## src/rtl/muldiv_unit_pkg.sv

```systemverilog
// Shared types for the RV32M/RV64M multiply/divide unit.
//   muldiv_op_e    : funct3 encoding of the eight M-extension operations
//   muldiv_state_e : control FSM states of muldiv_unit
//   XLEN_DEFAULT   : default operand width
package rv32_pkg;

    localparam int XLEN_DEFAULT = 32;

    typedef enum logic [2:0] {
        OP_MUL    = 3'd0,
        OP_MULH   = 3'd1,
        OP_MULHSU = 3'd2,
        OP_MULHU  = 3'd3,
        OP_DIV    = 3'd4,
        OP_DIVU   = 3'd5,
        OP_REM    = 3'd6,
        OP_REMU   = 3'd7
    } muldiv_op_e;

    typedef enum logic [2:0] {
        ST_IDLE,
        ST_MUL,
        ST_DIV,
        ST_FIX,
        ST_DONE
    } muldiv_state_e;

endpackage

```

## src/rtl/muldiv_unit_if.sv

```systemverilog
// Request/response channel between the execute stage and muldiv_unit.
//   master : execute stage (drives request, flush, resp_ready_i)
//   slave  : muldiv_unit   (drives req_ready_o, response, busy_o)
interface muldiv_unit_if #(
    parameter int XLEN  = 32,
    parameter int TAG_W = 5
);
    logic             req_valid_i;
    logic             req_ready_o;
    logic [2:0]       req_op_i;
    logic [XLEN-1:0]  req_a_i;
    logic [XLEN-1:0]  req_b_i;
    logic [TAG_W-1:0] req_tag_i;
    logic             flush_i;
    logic             resp_valid_o;
    logic             resp_ready_i;
    logic [XLEN-1:0]  resp_data_o;
    logic [TAG_W-1:0] resp_tag_o;
    logic             busy_o;

    modport master (
        output req_valid_i, req_op_i, req_a_i, req_b_i, req_tag_i, flush_i, resp_ready_i,
        input  req_ready_o, resp_valid_o, resp_data_o, resp_tag_o, busy_o
    );

    modport slave (
        input  req_valid_i, req_op_i, req_a_i, req_b_i, req_tag_i, flush_i, resp_ready_i,
        output req_ready_o, resp_valid_o, resp_data_o, resp_tag_o, busy_o
    );
endinterface

```

## src/rtl/muldiv_unit_div_iter.sv

```systemverilog
// Radix-2 restoring divider core for unsigned magnitudes.
//   start    : load dividend/divisor, begin XLEN iterations (MSB first)
//   kill     : abandon the current division
//   done     : high in the cycle computing the last quotient bit; quot/rem
//              are valid from the following cycle
//   quot/rem : unsigned quotient and remainder
module div_iter #(
    parameter int XLEN = 32
) (
    input  logic            clk,
    input  logic            rst,
    input  logic            kill,
    input  logic            start,
    input  logic [XLEN-1:0] dividend,
    input  logic [XLEN-1:0] divisor,
    output logic            done,
    output logic [XLEN-1:0] quot,
    output logic [XLEN-1:0] rem
);
    localparam int CW = $clog2(XLEN);

    logic            run;
    logic [CW-1:0]   cnt;
    logic [XLEN-1:0] q_q, r_q, dvs_q;
    logic [XLEN:0]   shifted, trial;

    // The quotient register doubles as the dividend shifter: its MSB feeds
    // the partial remainder while the new quotient bit enters at the LSB.
    always_comb begin
        shifted = {r_q, q_q[XLEN-1]};
        trial   = shifted - {1'b0, dvs_q};
    end

    assign done = run && (cnt == CW'(XLEN - 1));
    assign quot = q_q;
    assign rem  = r_q;

    always_ff @(posedge clk) begin
        if (rst || kill) begin
            run   <= 1'b0;
            cnt   <= '0;
            q_q   <= '0;
            r_q   <= '0;
            dvs_q <= '0;
        end else if (start) begin
            run   <= 1'b1;
            cnt   <= '0;
            q_q   <= dividend;
            r_q   <= '0;
            dvs_q <= divisor;
        end else if (run) begin
            run <= !done;
            cnt <= done ? '0 : cnt + 1'b1;
            // Restore when the trial subtraction borrows.
            if (!trial[XLEN]) begin
                r_q <= trial[XLEN-1:0];
                q_q <= {q_q[XLEN-2:0], 1'b1};
            end else begin
                r_q <= shifted[XLEN-1:0];
                q_q <= {q_q[XLEN-2:0], 1'b0};
            end
        end
    end
endmodule

```

## src/rtl/muldiv_unit.sv

```systemverilog
// Multi-cycle RV32M/RV64M multiply/divide unit.
//   clk, rst : clock, synchronous active-high reset
//   bus      : muldiv_unit_if.slave -- one op at a time over valid/ready,
//              tagged result on a valid/ready response, flush_i aborts.
// Multiply latency MUL_STAGES cycles; divide by zero / signed overflow 1
// cycle; normal divide XLEN+2 cycles (XLEN iterations + sign fixup).
module muldiv_unit
    import rv32_pkg::*;
#(
    parameter int XLEN       = XLEN_DEFAULT,
    parameter int MUL_STAGES = 2,
    parameter int TAG_W      = 5
) (
    input logic          clk,
    input logic          rst,
    muldiv_unit_if.slave bus
);
    // Registers between the multiplier and the response register; the
    // response register itself is the last of the MUL_STAGES stages.
    localparam int PW = (MUL_STAGES > 1) ? MUL_STAGES - 1 : 1;
    localparam logic [XLEN-1:0] MOST_NEG = {1'b1, {(XLEN-1){1'b0}}};

    muldiv_state_e state_q, state_d;

    logic            accept, is_div, is_rem, sgn_div;
    logic            a_neg, b_neg, b_zero, ovf, special;
    logic [XLEN-1:0] a, b, mag_a, mag_b, spec_res;

    logic              mul_a_sgn, mul_b_sgn, mul_done;
    logic [2*XLEN-1:0] mul_a, mul_b, mul_p;
    logic [XLEN-1:0]   mul_res;
    logic [XLEN-1:0]   mpipe [PW];
    logic [PW-1:0]     vld_pipe;

    logic            div_done;
    logic [XLEN-1:0] div_q, div_r, fix_res, load_val;
    logic            neg_q_q, neg_r_q, rem_sel_q;

    logic             resp_valid_q;
    logic [XLEN-1:0]  resp_data_q;
    logic [TAG_W-1:0] resp_tag_q;

    assign a = bus.req_a_i;
    assign b = bus.req_b_i;

    // rst is folded in so the unit never advertises ready while in reset.
    assign bus.req_ready_o  = (state_q == ST_IDLE) && !bus.flush_i && !rst;
    assign accept           = bus.req_valid_i && bus.req_ready_o;
    assign bus.busy_o       = (state_q != ST_IDLE);
    assign bus.resp_valid_o = resp_valid_q;
    assign bus.resp_data_o  = resp_data_q;
    assign bus.resp_tag_o   = resp_tag_q;

    assign is_div  = bus.req_op_i[2];
    assign is_rem  = bus.req_op_i[1];
    assign sgn_div = is_div && !bus.req_op_i[0];

    // ---- multiply: one wide product, registers after it for retiming ----
    // Sign-extending to 2*XLEN makes the truncated unsigned product equal to
    // the exact signed/unsigned product for every signedness mix.
    always_comb begin
        mul_a_sgn = (bus.req_op_i == OP_MULH) || (bus.req_op_i == OP_MULHSU);
        mul_b_sgn = (bus.req_op_i == OP_MULH);
        mul_a     = {{XLEN{mul_a_sgn & a[XLEN-1]}}, a};
        mul_b     = {{XLEN{mul_b_sgn & b[XLEN-1]}}, b};
        mul_p     = mul_a * mul_b;
        mul_res   = (bus.req_op_i == OP_MUL) ? mul_p[XLEN-1:0] : mul_p[2*XLEN-1:XLEN];
    end

    always_ff @(posedge clk) begin
        if (accept) mpipe[0] <= mul_res;
        for (int i = 1; i < PW; i++) mpipe[i] <= mpipe[i-1];
    end

    always_ff @(posedge clk) begin
        if (rst || bus.flush_i) begin
            vld_pipe <= '0;
        end else begin
            vld_pipe[0] <= accept && !is_div;
            for (int i = 1; i < PW; i++) vld_pipe[i] <= vld_pipe[i-1];
        end
    end

    assign mul_done = vld_pipe[PW-1];

    // ---- divide: special cases resolved at accept, else iterate ----
    always_comb begin
        a_neg    = sgn_div && a[XLEN-1];
        b_neg    = sgn_div && b[XLEN-1];
        mag_a    = a_neg ? -a : a;
        mag_b    = b_neg ? -b : b;
        b_zero   = (b == '0);
        ovf      = sgn_div && (a == MOST_NEG) && (b == '1);
        special  = b_zero || ovf;
        if (b_zero) spec_res = is_rem ? a : '1;
        else        spec_res = is_rem ? '0 : a;
    end

    div_iter #(.XLEN(XLEN)) u_div (
        .clk      (clk),
        .rst      (rst),
        .kill     (bus.flush_i),
        .start    (accept && is_div && !special),
        .dividend (mag_a),
        .divisor  (mag_b),
        .done     (div_done),
        .quot     (div_q),
        .rem      (div_r)
    );

    always_ff @(posedge clk) begin
        if (rst) begin
            neg_q_q   <= 1'b0;
            neg_r_q   <= 1'b0;
            rem_sel_q <= 1'b0;
        end else if (accept) begin
            neg_q_q   <= a_neg ^ b_neg;
            neg_r_q   <= a_neg;
            rem_sel_q <= is_rem;
        end
    end

    always_comb begin
        if (rem_sel_q) fix_res = neg_r_q ? -div_r : div_r;
        else           fix_res = neg_q_q ? -div_q : div_q;
    end

    // ---- control FSM ----
    always_ff @(posedge clk) begin
        if (rst) state_q <= ST_IDLE;
        else     state_q <= state_d;
    end

    always_comb begin
        state_d = state_q;
        case (state_q)
            ST_IDLE: begin
                if (accept) begin
                    if (!is_div) begin
                        if (MUL_STAGES == 1) state_d = ST_DONE;
                        else                 state_d = ST_MUL;
                    end else if (special) begin
                        state_d = ST_DONE;
                    end else begin
                        state_d = ST_DIV;
                    end
                end
            end
            ST_MUL:  if (mul_done) state_d = ST_DONE;
            ST_DIV:  if (div_done) state_d = ST_FIX;
            ST_FIX:  state_d = ST_DONE;
            ST_DONE: if (bus.resp_ready_i) state_d = ST_IDLE;
            default: state_d = ST_IDLE;
        endcase
        if (bus.flush_i) state_d = ST_IDLE;
    end

    // Result captured on the edge that enters DONE.
    always_comb begin
        case (state_q)
            ST_IDLE: load_val = is_div ? spec_res : mul_res;
            ST_MUL:  load_val = mpipe[PW-1];
            default: load_val = fix_res;
        endcase
    end

    always_ff @(posedge clk) begin
        if (rst) begin
            resp_valid_q <= 1'b0;
            resp_data_q  <= '0;
            resp_tag_q   <= '0;
        end else begin
            resp_valid_q <= (state_d == ST_DONE);
            if (state_d == ST_DONE && state_q != ST_DONE) resp_data_q <= load_val;
            if (accept) resp_tag_q <= bus.req_tag_i;
        end
    end
endmodule
```

## src/flat_wrapper.sv

```systemverilog
// flat-port wrapper written by rule: the top's interface ports become plain ports
module muldiv_unit_flat import rv32_pkg::*;
#(
    parameter int XLEN       = XLEN_DEFAULT,
    parameter int MUL_STAGES = 2,
    parameter int TAG_W      = 5
)
  (clk, rst, bus_req_valid_i, bus_req_op_i, bus_req_a_i, bus_req_b_i, bus_req_tag_i, bus_flush_i, bus_resp_ready_i, bus_req_ready_o, bus_resp_valid_o, bus_resp_data_o, bus_resp_tag_o, bus_busy_o);
  muldiv_unit_if #(.XLEN(XLEN), .TAG_W(TAG_W)) bus_i ();
  input logic clk;
  input logic rst;
  input wire logic [$bits(bus_i.req_valid_i)-1:0] bus_req_valid_i;
  input wire logic [$bits(bus_i.req_op_i)-1:0] bus_req_op_i;
  input wire logic [$bits(bus_i.req_a_i)-1:0] bus_req_a_i;
  input wire logic [$bits(bus_i.req_b_i)-1:0] bus_req_b_i;
  input wire logic [$bits(bus_i.req_tag_i)-1:0] bus_req_tag_i;
  input wire logic [$bits(bus_i.flush_i)-1:0] bus_flush_i;
  input wire logic [$bits(bus_i.resp_ready_i)-1:0] bus_resp_ready_i;
  output wire logic [$bits(bus_i.req_ready_o)-1:0] bus_req_ready_o;
  output wire logic [$bits(bus_i.resp_valid_o)-1:0] bus_resp_valid_o;
  output wire logic [$bits(bus_i.resp_data_o)-1:0] bus_resp_data_o;
  output wire logic [$bits(bus_i.resp_tag_o)-1:0] bus_resp_tag_o;
  output wire logic [$bits(bus_i.busy_o)-1:0] bus_busy_o;
  assign bus_i.req_valid_i = bus_req_valid_i;
  assign bus_i.req_op_i = bus_req_op_i;
  assign bus_i.req_a_i = bus_req_a_i;
  assign bus_i.req_b_i = bus_req_b_i;
  assign bus_i.req_tag_i = bus_req_tag_i;
  assign bus_i.flush_i = bus_flush_i;
  assign bus_i.resp_ready_i = bus_resp_ready_i;
  assign bus_req_ready_o = bus_i.req_ready_o;
  assign bus_resp_valid_o = bus_i.resp_valid_o;
  assign bus_resp_data_o = bus_i.resp_data_o;
  assign bus_resp_tag_o = bus_i.resp_tag_o;
  assign bus_busy_o = bus_i.busy_o;
  muldiv_unit #(.XLEN(XLEN), .MUL_STAGES(MUL_STAGES), .TAG_W(TAG_W)) u_core (.clk(clk), .rst(rst), .bus(bus_i));
endmodule
```

## config.mk

```make
export PLATFORM = sky130hd
export DESIGN_NAME = muldiv_unit_flat
export DESIGN_NICKNAME = d
export VERILOG_FILES = /design/src/rtl/muldiv_unit_pkg.sv /design/src/rtl/muldiv_unit_if.sv /design/src/rtl/muldiv_unit_div_iter.sv /design/src/rtl/muldiv_unit.sv /design/src/flat_wrapper.sv
export SDC_FILE = /design/constraint.sdc
export NUM_CORES = 2
export LEC_CHECK = 0
export CAP_MARGIN = 20
export CORE_MARGIN = 2
export CORE_UTILIZATION = 45
export DETAILED_ROUTE_END_ITERATION = 10
export PLACE_DENSITY = 0.64
export SLEW_MARGIN = 10
export SYNTH_ARGS = -nofsm -noshare
export SYNTH_HDL_FRONTEND = slang
export SYNTH_HIERARCHICAL = 1
export SYNTH_SLANG_ARGS = --single-unit
```

## constraint.sdc

```tcl
create_clock -name clk -period 11.3 [get_ports clk]
set_input_delay 1.695 -clock clk [delete_from_list [all_inputs] [get_ports clk]]
set_output_delay 1.695 -clock clk [all_outputs]
set_load 0.005 [all_outputs]
```

; Word level (Yosys, flattened, before mapping)
; Memory sizes are Yosys's and may differ from the RTL's.
; Cells that the tools add are included.
[classes]
addsub = 6
multipliers = 1
eq_ne = 11
muxes = 28
bitwise_logic = 3
reduce_logical = 28
[ops]
columns = op, count
row1 = 32-bit two-way mux, 13
row2 = 32-bit negator, 4
row3 = "32-bit equality test, second input constant", 2
row4 = 33-bit by 33-bit multiplier with 64-bit output, 1
row5 = 32-bit one-hot mux with 2 select lines, 1
row6 = 33-bit by 32-bit subtractor with 33-bit output, 1
row7 = 32-bit zero test, 1
row8 = 3-bit two-way mux, 7
row9 = 3-bit one-hot mux with 5 select lines, 1
row10 = 1-bit logical AND, 13
row11 = "3-bit by 2-bit equality test with 1-bit output, second input constant", 3
row12 = "3-bit by 1-bit equality test with 1-bit output, second input constant", 2
row13 = "3-bit equality test, second input constant", 2
row14 = 1-bit zero test, 6
row15 = 3-bit zero test, 2
row16 = "5-bit by 1-bit adder with 5-bit output, second input constant", 1
row17 = "5-bit equality test, second input constant", 1
row18 = 1-bit two-way mux, 5
row19 = 5-bit two-way mux, 1
row20 = 1-bit logical OR, 3
row21 = "3-bit != test, second input constant", 1
row22 = 3-bit nonzero test, 1
row23 = 1-bit bitwise AND, 2
row24 = 2-bit nonzero test, 1
row25 = other kinds (2), 2
[word_totals]
register_bits = 147
ram_bits = 32
in_bits = 77
out_inout_bits = 40
word_cells = 91
memories = 1
[memory_table]
columns = memory, depth, word_bits, read_ports, rd_ports_with_merged_regs, write_ports, line
row1 = u_core.mpipe, 1, 32, 1, 0, 1, muldiv_unit.sv:32  ; logic [XLEN-1:0] mpipe [PW];

; Logic depth before layout (Yosys ltp)
[logic_depth]
ltp_word = 12
mapped_depth = 34
depth_no_buf = 31

; Cells and area by module
; The synthesis kept the hierarchy.
[by_module_without_submodules]
columns = mod, n_inst, cells_per_inst, area_per_inst_um2
row1 = muldiv_unit, 1, 5215, 45070.7
row2 = div_iter, 1, 723, 5974.5

; Least setup slack after synthesis
; No wires, ideal clock.
[synth_path]
path_kind = input-to-reg
from = input port bus_req_op_i[1]
to = memory u_core.mpipe[0][31] (data pin)
setup_time_ns = 0.270
arrival_ns = 10.354
path_slack_ns = 0.676
cell_stages = 31
n_path_buf = 3
cell_sequence = clkbuf_1 > xnor2_1 > nor2_1 > and2_0 > clkbuf_1 > nand2_1 > fa_1 > fa_1 > inv_1 > fa_1 > inv_1 > fa_1 > inv_1 > fa_1 > fa_1 > fa_1 > inv_1 > fa_1 > inv_1 > ha_1 > buf_4 > nand4_1 > or3_1 > or3_1 > o22ai_1 > a311oi_1 > o31ai_1 > a41oi_1 > a21oi_1 > xnor2_1 > a21oi_1
[synth_between]
elab_chain_cells = 5
[synth_lines]
columns = item, line
row1 = "start, declared", flat_wrapper.sv:13  ; input wire logic [$bits(bus_i.req_op_i)-1:0] bus_req_op_i;
row2 = 3-bit by 1-bit equality test with 1-bit output or 3-bit by 2-bit equality test with 1-bit output (tied branches), "muldiv_unit.sv:62, muldiv_unit.sv:63"
row3 = 1-bit logical OR, muldiv_unit.sv:62  ; mul_a_sgn = (bus.req_op_i == OP_MULH) || (bus.req_op_i == OP_MULHSU);
row4 = 1-bit bitwise AND, muldiv_unit.sv:64  ; mul_a = {{XLEN{mul_a_sgn & a[XLEN-1]}}, a};
row5 = 33-bit by 33-bit multiplier with 64-bit output, muldiv_unit.sv:66  ; mul_p = mul_a * mul_b;
row6 = 32-bit two-way mux *, muldiv_unit.sv:67  ; mul_res = (bus.req_op_i == OP_MUL) ? mul_p[XLEN-1:0] : mul_p[2*XLEN-1:XLEN];
row7 = named net u_core.mul_res[31], muldiv_unit.sv:31  ; logic [XLEN-1:0] mul_res;
row8 = "end, declared", muldiv_unit.sv:32
; The timed path passes the listed nets; every way through them passes the cells marked *.

; Final worst setup path
[layout_path]
from = input port bus_req_op_i[0]
to = memory u_core.mpipe[0][31] (data pin)
; Same word-level chain as after synthesis.

==> results by group <==
Outcome
  – Status: completed

Global route
  – Initial antenna violation count: 17
  – First-pass GRT wire length: 244 mm
  – Via count of the first global-routing pass: 41.8k
  – Total overflow reported by the global router: 0
  – Total routing resource utilization after global routing: 27.1%
  – Largest net degree at the start of global routing: 97

Yosys
  – Sequential share of the synthesized area: 7.65%
  – Count of state elements after synthesis: 179
  – Share of Yosys cell area claimed by the top area cell type: 44.2%
  – Post-synth top flop: sky130_fd_sc_hd__dfxtp_1
  – Top post-synthesis cells by area: sky130_fd_sc_hd__fa_1 (44%), sky130_fd_sc_hd__inv_1 (9.0%), sky130_fd_sc_hd__nand2_1 (6.8%), sky130_fd_sc_hd__ha_1 (6.2%), sky130_fd_sc_hd__dfxtp_1 (5.8%)
  – Post-Synthesis Net Count: 7,392
  – Synthesized netlist cell count: 5,938
  – Area of the mapped netlist: 51,000 um^2
  – Per-instance average area after synthesis: 8.60 um^2
  – YS warnings: 6
  – Leading cell type by number of instances after synthesis: sky130_fd_sc_hd__inv_1
  – Largest area contributor in the netlist: sky130_fd_sc_hd__fa_1
  – Count of different cell masters after synthesis: 85
  – Post-synthesis async set-or-reset flop share: 0%
  – Synth top cells by count: sky130_fd_sc_hd__inv_1 (1,230), sky130_fd_sc_hd__fa_1 (1,126), sky130_fd_sc_hd__nand2_1 (925)
  – Number of flops mapped to enable cells by yosys: 32

Routing
  – Count of routing violations after the opening detailed-route iteration: 3,440
  – Total number of vias: 40.2k
  – Remaining antenna violation count after routing: 0
  – Total wirelength of the detailed-routed design: 154 mm
  – Via-to-Cell Ratio: 5.48
  – Routed met3 length: 12.8 mm
  – Remaining routing DRC violations: 0
  – Average wire per standard cell: 21.0 um
  – Number of search-and-repair iterations in the first detailed-routing pass: 7
  – Highest metal layer with signal wires: met5
  – Metal-1 WL: 64.6 mm
  – DR WL met2: 71.8 mm

Job
  – Max-cap violations: 0

Clock tree
  – TritonCTS clock tree: built
  – Number of buffers inserted during clock tree synthesis: 17
  – Clock insertion delay at the later pin of the skew report: 0.46 ns
  – Total setup buffers inserted after CTS: 0
  – CTS root buf: sky130_fd_sc_hd__clkbuf_16
  – Number of buffers added to fix hold violations after cts: 0
  – Worst-case clock buffer depth: 2
  – Maximum level of the CTS H-tree: 4
  – Post-cts gate resize count: 0
  – Clk pin slew, worst setup/hold paths: 0.08 ns
  – Clock sink total: 179

Floorplanning
  – Initial core utilization: 45.4%
  – Y dimension of the die: 341 um
  – Number of top-level pins: 117
  – Area of the die: 116,000 um^2
  – Core area: 112,000 um^2
  – Die Wd: 341 um
  – Row Count: 123

Setup path
  – Data arrival time of the critical path: 10.69 ns
  – Required time of the critical path: 11.50 ns
  – Maximum single-stage delay on the critical path: 0.57 ns
  – Slowest cell on the critical path: sky130_fd_sc_hd__fa_1
  – Largest driver fanout on the critical path: 22
  – CP bufs+invs: 11
  – Critical Path Sink Type: register
  – Slack of the worst reg-to-reg path: 6.69 ns
  – Most used cell along the critical path: sky130_fd_sc_hd__fa_1
  – Kind of start point of the critical path: primary input
  – Path type of the worst setup path: primary input to register
  – CP top delay family: adder cells

Timing
  – Period Utilization, post-route: 92.8%
  – Hold violation count in the final report: 0
  – Setup slack of the critical path after layout: 0.810 ns
  – RSZ-0062 raised after global routing: no
  – Final Skew: 0.0146 ns
  – Final Critical Period: 10.49 ns
  – Max Clk Rate: 95.3 MHz
  – Setup total negative slack: 0 ns
  – Hold slack final: 0.460 ns
  – Relative slew margins: 21.0%
  – Slew @ Worst Pin: 1.18 ns
  – Final-report max-slew violation count: 0
  – Final setup fails: 0

Cells and area
  – Fraction of layout cells with a size suffix above 1: 4.22%
  – Fill cell count: 10.8k
  – Total number of nets in the final design: 7,272
  – Layout overhead on the synthesized area: 5.81%
  – Number of cells in the finished layout apart from fillers: 7,339

Worst hold path
  – Class of the tightest hold or removal check: register to register

Placement
  – Worst setup slack after placement: 0.389 ns
  – Final RePlAce weighted congestion: 0.941
  – Cells after DPL: 7,296
  – Number of buffers added on ports: 116
  – Dpl hpwl: 124 mm
registers in the layout, indices dropped and copies added, names as in the netlist, 3 cells and up:
| name | count |
|---|---|
| u_core/mpipe | 32 |
| u_core/u_div/dvs_q | 32 |
| u_core/u_div/quot | 32 |
| u_core/bus.resp_tag_o | 5 |
| u_core/u_div/rem | 32 |
| u_core/u_div/cnt | 5 |
| u_core/bus.resp_data_o | 32 |
| u_core/state_q | 3 |
cells by family (layout without fill, tap and decap cells):
kind of cell / after synthesis / in the layout / share of synthesized area [%]
AO/OA/AOI/OAI: 663 / 663 / 8.08
XOR/XNOR: 230 / 230 / 3.98
adder cells (fa/ha/maj): 1393 / 1393 / 50.6
buffers and inverters: 1614 / 1507 / 12.1
flip-flops: 179 / 179 / 7.65
multiplexers: 96 / 96 / 1.88
other: 0 / 8 / 0
AND/OR/NAND/NOR: 1763 / 1763 / 15.7
per-stage QoR:
step	cell area [um^2]	utilization (%)
CTS	53900	47.9
finish	54000	48.0
detailed placement	53300	47.4
global placement	53300	47.4
global route	54000	48.0
floorplan	51000	-
placed cells by master (no fill, tap or decap), drive strengths merged, types with 29 or more instances in the layout:
cell type	count
a21o	38
a21oi	246
and2	300
buf	166
clkdlybuf4s50	76
dfxtp	147
edfxtp	32
fa	1126
ha	251
inv	1234
mux2i	96
nand2	926
nand3	29
nand4	30
nor2	300
nor3	36
o21ai	155
o31ai	38
xnor2	130
xor2	100
area by class of cell:
class                           instances  area, um^2  share of cell area, %
Tap cell                             1500        1880                   3.47
Clock buffer                           19         433                  0.802
Sequential cell                       179        3910                   7.24
Multi-Input combinational cell       4145       41000                   75.9
Inverter                             1233        4630                   8.57
Antenna cell                            8        20.0                 0.0371
Clock inverter                         13         183                  0.338
Timing Repair Buffer                  242        1960                   3.63
metal layers:
layer	vias up	track usage (%)
met5	-	0
met4	4	8.53
met3	263	4.26
met2	1692	43.6
met1	20647	37.6
li1	17627	-
worst min-delay path, delay by kind of cell (launching register included):
kind | cells | cell delay (ns)
compound gates | 1 | 0.05
flops | 1 | 0.31
simple gates | 1 | 0.05
path summary, 6_finish.rpt:
check | cells after the start | startpoint | end
worst min register to register | 2 | u_core/bus.resp_tag_o[1] | u_core/bus.resp_tag_o[1]
worst max-delay path | 34 | bus_req_op_i[0] | u_core/mpipe[0][31]
worst min-delay path | 2 | u_core/bus.resp_tag_o[1] | u_core/bus.resp_tag_o[1]
worst max register to register | 14 | u_core/state_q[0] | u_core/bus.resp_data_o[22]
Power is left out: the tool's default activity adds up to more than one toggle a clock period on the data nets, which glitch-free logic cannot reach.
